[config.mk]
export PLATFORM = sky130hd
export DESIGN_NAME = lsu_initiator
export DESIGN_NICKNAME = d
export VERILOG_FILES = /design/src/rtl/lsu_initiator.sv
export SDC_FILE = /design/constraint.sdc
export NUM_CORES = 1
export LEC_CHECK = 0
export ABC_AREA = 1
export BUFFER_PORTS_ARGS = -buffer_cell sky130_fd_sc_hd__buf_2
export CORE_MARGIN = 1.5
export CORE_UTILIZATION = 45
export DETAILED_ROUTE_END_ITERATION = 10
export GPL_ROUTABILITY_DRIVEN = 0
export GPL_TIMING_DRIVEN = 0
export PLACE_DENSITY = 0.73
export SKIP_CTS_REPAIR_TIMING = 1
export SLEW_MARGIN = 10
export SYNTH_ARGS = -nofsm -noshare
export SYNTH_HDL_FRONTEND = slang
export SYNTH_SLANG_ARGS = --single-unit
[constraint.sdc]
create_clock -name clk -period 1.6 [get_ports clk]
set_input_delay 0.32 -clock clk [delete_from_list [all_inputs] [get_ports clk]]
set_output_delay 0.32 -clock clk [all_outputs]
set_load 0.005 [all_outputs]
[src/rtl/lsu_initiator.sv]
// Load/store initiator: turns a single-cycle core access strobe into one memory-side
// request, formats the returned word and reports completion status.
module lsu_initiator #(
   parameter int TIMEOUT = 15
) (
   input  logic        clk,
   input  logic        rst,
   input  logic        ls_start,
   input  logic        ls_is_store,
   input  logic [2:0]  funct3,
   input  logic [31:0] addr,
   input  logic [31:0] store_data,
   output logic        ls_busy,
   output logic        ls_done,
   output logic [31:0] load_data,
   output logic [1:0]  err,
   output logic        request,
   output logic [7:0]  address,
   output logic [31:0] w_data,
   output logic [3:0]  masking,
   output logic        we_re,
   input  logic        valid,
   input  logic [31:0] r_data
);

   typedef enum logic [1:0] {IDLE, REQ, WAIT, FAULT} state_t;

   localparam logic [7:0] CNT_LAST = 8'(TIMEOUT - 1);

   state_t      state;
   logic [7:0]  wait_cnt;
   logic [2:0]  f3_q;
   logic [1:0]  off_q;
   logic [1:0]  fault_err;
   logic [1:0]  start_code;
   logic        unused_addr_hi;

   // Illegal width code outranks misalignment; 2'b00 means the access may proceed.
   function automatic logic [1:0] check_access(input logic is_store, input logic [2:0] f3,
                                               input logic [1:0] off);
      logic illegal;
      logic misaligned;
      illegal    = is_store ? (f3 > 3'd2) : (f3 == 3'd3 || f3 == 3'd6 || f3 == 3'd7);
      misaligned = (f3[1:0] == 2'b01 && off[0]) || (f3[1:0] == 2'b10 && off != 2'b00);
      if (illegal)
         check_access = 2'b11;
      else if (misaligned)
         check_access = 2'b01;
      else
         check_access = 2'b00;
   endfunction

   function automatic logic [3:0] store_mask(input logic [2:0] f3, input logic [1:0] off);
      case (f3[1:0])
         2'b00:   store_mask = 4'b0001 << off;
         2'b01:   store_mask = 4'b0011 << off;
         default: store_mask = 4'b1111;
      endcase
   endfunction

   function automatic logic [31:0] store_word(input logic [2:0] f3, input logic [31:0] sd);
      case (f3[1:0])
         2'b00:   store_word = {4{sd[7:0]}};
         2'b01:   store_word = {2{sd[15:0]}};
         default: store_word = sd;
      endcase
   endfunction

   function automatic logic [31:0] format_load(input logic [31:0] word, input logic [2:0] f3,
                                               input logic [1:0] off);
      logic [15:0]        lane;
      logic signed [7:0]  b_s;
      logic signed [15:0] h_s;
      lane = 16'(word >> {off, 3'b000});
      b_s  = lane[7:0];
      h_s  = lane;
      case (f3)
         3'd0:    format_load = 32'(b_s);
         3'd1:    format_load = 32'(h_s);
         3'd4:    format_load = {24'd0, lane[7:0]};
         3'd5:    format_load = {16'd0, lane};
         default: format_load = word;
      endcase
   endfunction

   assign start_code     = check_access(ls_is_store, funct3, addr[1:0]);
   assign unused_addr_hi = ^addr[31:10];

   always_ff @(posedge clk or negedge rst) begin
      if (!rst) begin
         state     <= IDLE;
         wait_cnt  <= 8'd0;
         f3_q      <= 3'd0;
         off_q     <= 2'd0;
         fault_err <= 2'b00;
         request   <= 1'b0;
         address   <= 8'd0;
         w_data    <= 32'd0;
         masking   <= 4'd0;
         we_re     <= 1'b0;
         ls_busy   <= 1'b0;
         ls_done   <= 1'b0;
         load_data <= 32'd0;
         err       <= 2'b00;
      end else begin
         ls_done <= 1'b0;
         request <= 1'b0;
         case (state)
            IDLE: begin
               if (ls_start) begin
                  ls_busy <= 1'b1;
                  if (start_code != 2'b00) begin
                     fault_err <= start_code;
                     state     <= FAULT;
                  end else begin
                     f3_q     <= funct3;
                     off_q    <= addr[1:0];
                     wait_cnt <= 8'd0;
                     request  <= 1'b1;
                     address  <= addr[9:2];
                     we_re    <= ls_is_store;
                     masking  <= ls_is_store ? store_mask(funct3, addr[1:0]) : 4'b1111;
                     w_data   <= ls_is_store ? store_word(funct3, store_data) : 32'd0;
                     state    <= REQ;
                  end
               end
            end
            REQ: state <= WAIT;
            WAIT: begin
               // A response in the final allowed cycle still counts as a success.
               if (valid) begin
                  load_data <= format_load(r_data, f3_q, off_q);
                  err       <= 2'b00;
                  ls_done   <= 1'b1;
                  ls_busy   <= 1'b0;
                  state     <= IDLE;
               end else if (wait_cnt == CNT_LAST) begin
                  err     <= 2'b10;
                  ls_done <= 1'b1;
                  ls_busy <= 1'b0;
                  state   <= IDLE;
               end else begin
                  wait_cnt <= wait_cnt + 8'd1;
               end
            end
            FAULT: begin
               err     <= fault_err;
               ls_done <= 1'b1;
               ls_busy <= 1'b0;
               state   <= IDLE;
            end
            default: state <= IDLE;
         endcase
      end
   end

endmodule

* Yosys cells after proc, flatten, opt, wreduce, memory -nomap -nowiden
Cells that the tools add are included.
** Storage, ports and cells
- Output and inout bits :: 82
- Input bits :: 104
- Bits in registers :: 99
** Cells by class
- Muxes and demuxes :: 31
- Reduce and logical (&&, ||, !) cells :: 20
- $add $sub $neg :: 1
- Shift-type cells :: 3
- Equality and inequality tests :: 17
- Order comparisons :: 1
- Bitwise operators :: 1
** Operator list (count)
- 32-bit one-hot mux with 4 select lines :: 1
- 32-bit one-hot mux with 2 select lines :: 1
- 32-bit 2-to-1 mux :: 1
- 8-bit 2-to-1 mux :: 4
- 32-bit by 5-bit >> shifter with 16-bit output :: 1
- 8-bit one-hot mux with 2 select lines :: 1
- 2-bit 2-to-1 mux :: 7
- 3-bit equality test (second input constant) :: 4
- 1-bit 2-to-1 mux :: 10
- 3-bit AND reduction :: 3
- 8-bit by 1-bit adder with 8-bit output (second input constant) :: 1
- 8-bit by 4-bit equality test with 1-bit output (second input constant) :: 1
- 2-bit != test (second input constant) :: 4
- 2-bit one-hot mux with 4 select lines :: 1
- 4-bit one-hot mux with 2 select lines :: 1
- 2-bit nonzero test :: 4
- 2-bit equality test (second input constant) :: 3
- 2-bit AND reduction :: 3
- 5-bit AND reduction :: 1
- 2-bit by 1-bit equality test with 1-bit output (second input constant) :: 2
- 2-bit logical NOT :: 2
- 4-bit 2-to-1 mux :: 1
- 2-bit one-hot mux with 2 select lines :: 1
- 1-bit by 2-bit << shifter with 4-bit output (first input constant) :: 1
- 12 further kinds :: 15

* Longest topological paths before layout
- Depth in word-level cells :: 9
- Mapped depth :: 10

* Worst setup path after synthesis
OpenSTA, ideal clock, no wires.
- Path kind :: register to register
- Start point :: register wait_cnt[0]
- End point :: register ls_busy
- Setup slack :: 0.189 ns
- Cell stages (with the launch flop) :: 10
- Library setup time :: 0.119 ns
- Data arrival time :: 1.293 ns
- Path through :: dfrtp_1 -> inv_1 -> ha_1 -> nand3_1 -> nor2_1 -> inv_1 -> nand3_1 -> nand2_1 -> nand2_1 -> nand2_1
** Between the ends
- Cells in the longest elaborated chain, start to end :: 3
** RTL lines
- from (decl) :: RTL line 31 : logic [7:0] wait_cnt;
- from (signal assigned) :: RTL line 143 : wait_cnt <= wait_cnt + 8'd1;
- 8-bit by 4-bit equality test with 1-bit output :: RTL line 137 : end else if (wait_cnt == CNT_LAST) begin
- 3-bit != test (no source line)
- 3-bit AND reduction (no source line)
- to (signal assigned) :: RTL line 135 : ls_busy <= 1'b0;
- to (signal assigned) :: RTL line 140 : ls_busy <= 1'b0;
- to (signal assigned) :: RTL line 149 : ls_busy <= 1'b0;
- to (decl) :: RTL line 13 : output logic ls_busy,
Every way passes these cells.
A chain may end at the register's enable or synchronous reset.

* Worst setup path in the final report
- Start point :: register state[0]
- End point :: register w_data[28]
** Between the ends
- Cells in the longest elaborated chain, start to end :: 2
** RTL lines
- from (decl) :: RTL line 30 : state_t state;
- from (signal assigned) :: RTL line 91 : state <= IDLE;
- from (signal assigned) :: RTL line 114 : state <= FAULT;
- from (signal assigned) :: RTL line 124 : state <= REQ;
- 2-bit logical NOT :: RTL line 108 : case (state)
- 3-bit AND reduction (no source line)
- to (signal assigned) :: RTL line 123 : w_data <= ls_is_store ? store_word(funct3, store_data) : 32'd0;
- to (decl) :: RTL line 19 : output logic [31:0] w_data,
Every way passes these cells.

==> results.ini <==
[status]
status = finished, violations left
violations = DRC

[sta]
whs_ps = 11.22
slew_viol_final = 0
setup_violations = 0
maxSlewHeadroom_pct = 54.85
max_freq_mhz = 667.5
hold_viol_final = 0
setup_tns_ps = 0
fin_crit_sh_pct = 93.64
finalClockSkew_ps = 14.03
tightest_slew_ps = 677.3
period_needed_ps = 1498

[final_layout]
syn_to_final_growth_pct = 26.69
fillerInstances = 1107
fin_cells = 1062
nNetsFinal = 1020
fin_area_um2 = 6794
post_route_cells_drive_above_1_share_pct = 26.88
diodes = 0

[clock_network]
clock_path_buffers = 2
clock_latency_ps = 360
cts_tree = yes
clk_pin_slew_ps = 70
h-tree-depth = 3
cts_buffers = 9
root_buffer = clkbuf_16
cts_sinks = 99

[yosys]
synth_seq_area_share_pct = 46.20
synth_top_area_cell = dfrtp_1
synthDominantCellAreaShare_pct = 46.20
yosys_warnings = 0
synth_commonest_cells = nand2_1, dfrtp_1, nand3_1
synth.avg_cell_area_um2 = 7.316
synth_area_um2 = 5363
ys_ff_latch = 99
synth_area_leaders = dfrtp_1, nand2_1, nand3_1
synthArstFlopShare_pct = 100.0
ys_types = 32
synth_fp_nets = 839
syn-instance-count = 733
synth.most_common_cell = nand2_1
synth-edff-count = 0
ys.flop_type = dfrtp_1

[die]
die_x_um = 112.2
num_rows = 39
dieArea_um2 = 12580
die_y_um = 112.2
ios = 186
start_util_pct = 46.57
core_um2 = 11520

[pwr]
irDropWorstVdd_mv = 1.160
leakage_nw = 3.788
p_per_area_nw_per_um2 = 1731

[place]
dpl_cell_area_um2 = 6382
dpl.hpwl_um = 11080
dp_cells = 1039
port-buffer-count = 162

[worst_setup_path]
crit_chain = nor2_4 > nand2_4 > inv_2 > nand4_4 > buf_6 > buf_6 > nand2_1 > nand2_1
crit_path_top_delay_cell = dfrtp_2
path_class = reg2reg
max_stage_delay_ps = 480
startpoint_type = flip-flop
endpoint_kind = flip-flop
path_buf_inv = 3
critical_path.top_delay_family = simple AND/OR/NAND/NOR gates
crit_required_ps = 1840
arrival_ps = 1740
crit_fanout = 10

[routing]
drt_iter0_markers = 339
vias_per_cell = 5.060
drt_pre_antenna_iters = 8
vias = 5374
wirelength_um = 14960
drc = 9
wl_per_cell_um = 14.09
ant_nets = 0

[min_path]
hold_class = in2async

[grt]
grt_max_degree = 53
antenna_found_initial = 1
overflow = 0
groute.usage.overall_pct = 24.77
grt_pass1_wl_um = 24770
grt_pass1_vias = 5035

[flow_run]
drv_cap = 0

[through the flow]
step                      worst slack, ps  power (mW)  utilization (%)
final                               101.8       11.76            59.00
after global routing              -0.1312       12.78            59.00
after CTS                          -27.60       11.58            58.17
after detailed placement           -13.66       9.201            55.42
after global placement             -854.1       9.106            55.16
after floorplan                     188.5       7.217                -
[power breakdown]
group	internal, mW	leakage (nW)	switching [mW]
Sequential	3.64	1.23	0.683
Combinational	2.16	2.40	2.94
Clock	1.29	0.154	1.05
Total	7.09	3.79	4.68
[cell usage in the layout, fill, tap and decap left out, types with 3 or more instances in the layout]
cell type  instances
a21oi_1           50
nor3_1            16
dfrtp_2            4
buf_4             14
dfrtp_1           95
buf_2            171
o21ai_1           10
nor2_4             4
buf_6             10
nand2_1          278
nor2_1            41
nand2_4            3
o21ai_0           44
clkbuf_1           6
inv_4              3
nand2_2            8
clkbuf_16          9
inv_2              3
inv_1             59
nand3_1           61
[registers in the layout, indices dropped and copies added, names as in the netlist]
register and cells:
ls_done 1, request 1, err 2, address 8
state 2, f3_q 3, fault_err 2, we_re 1
wait_cnt 8, load_data 32, w_data 32, ls_busy 1
off_q 2, masking 4
[worst paths after layout]
path,start,end,slack [ps],cells after the start
worst max-delay path,state[0],w_data[28],100,8
worst min-delay path,rst,load_data[1],10,1
worst max register to register,state[0],w_data[28],100,8
worst min register to register,ls_busy,ls_busy,470,2
max in group asynchronous,rst,wait_cnt[0],930,2
min in group clk,addr[9],address[7],160,3
[layer usage]
metal / GRT usage [%] / wire length (µm) / part of all wire [%]
met3: 6.911 / 1412 / 9.4
met1: 32.79 / 6473 / 43
met5: 0 / 0 / 0
met2: 38.65 / 6742 / 45
met4: 10.04 / 332 / 2.2
[logic make-up after synthesis]
kind of cell    Yosys count  synth area share (%)
xor+xnor                  3                0.4901
fa+ha+maj                 2                0.4666
compound gates          109                 10.55
flops                    99                 46.20
simple gates            418                 33.27
buf+inv                 102                 9.030
[cell type report]
type,count,area (µm²),area share [%]
flip-flops and latches,99,2482,36.54
inverters,67,262.8,3.867
clock buffers,10,239.0,3.517
multi-input cells,532,2416,35.56
repair buffers,170,893.4,13.15
plain buffers,35,244.0,3.591
well taps,143,178.9,2.634
clock inverters,6,77.57,1.142
Note: power is estimated with default switching activity, not from simulation.
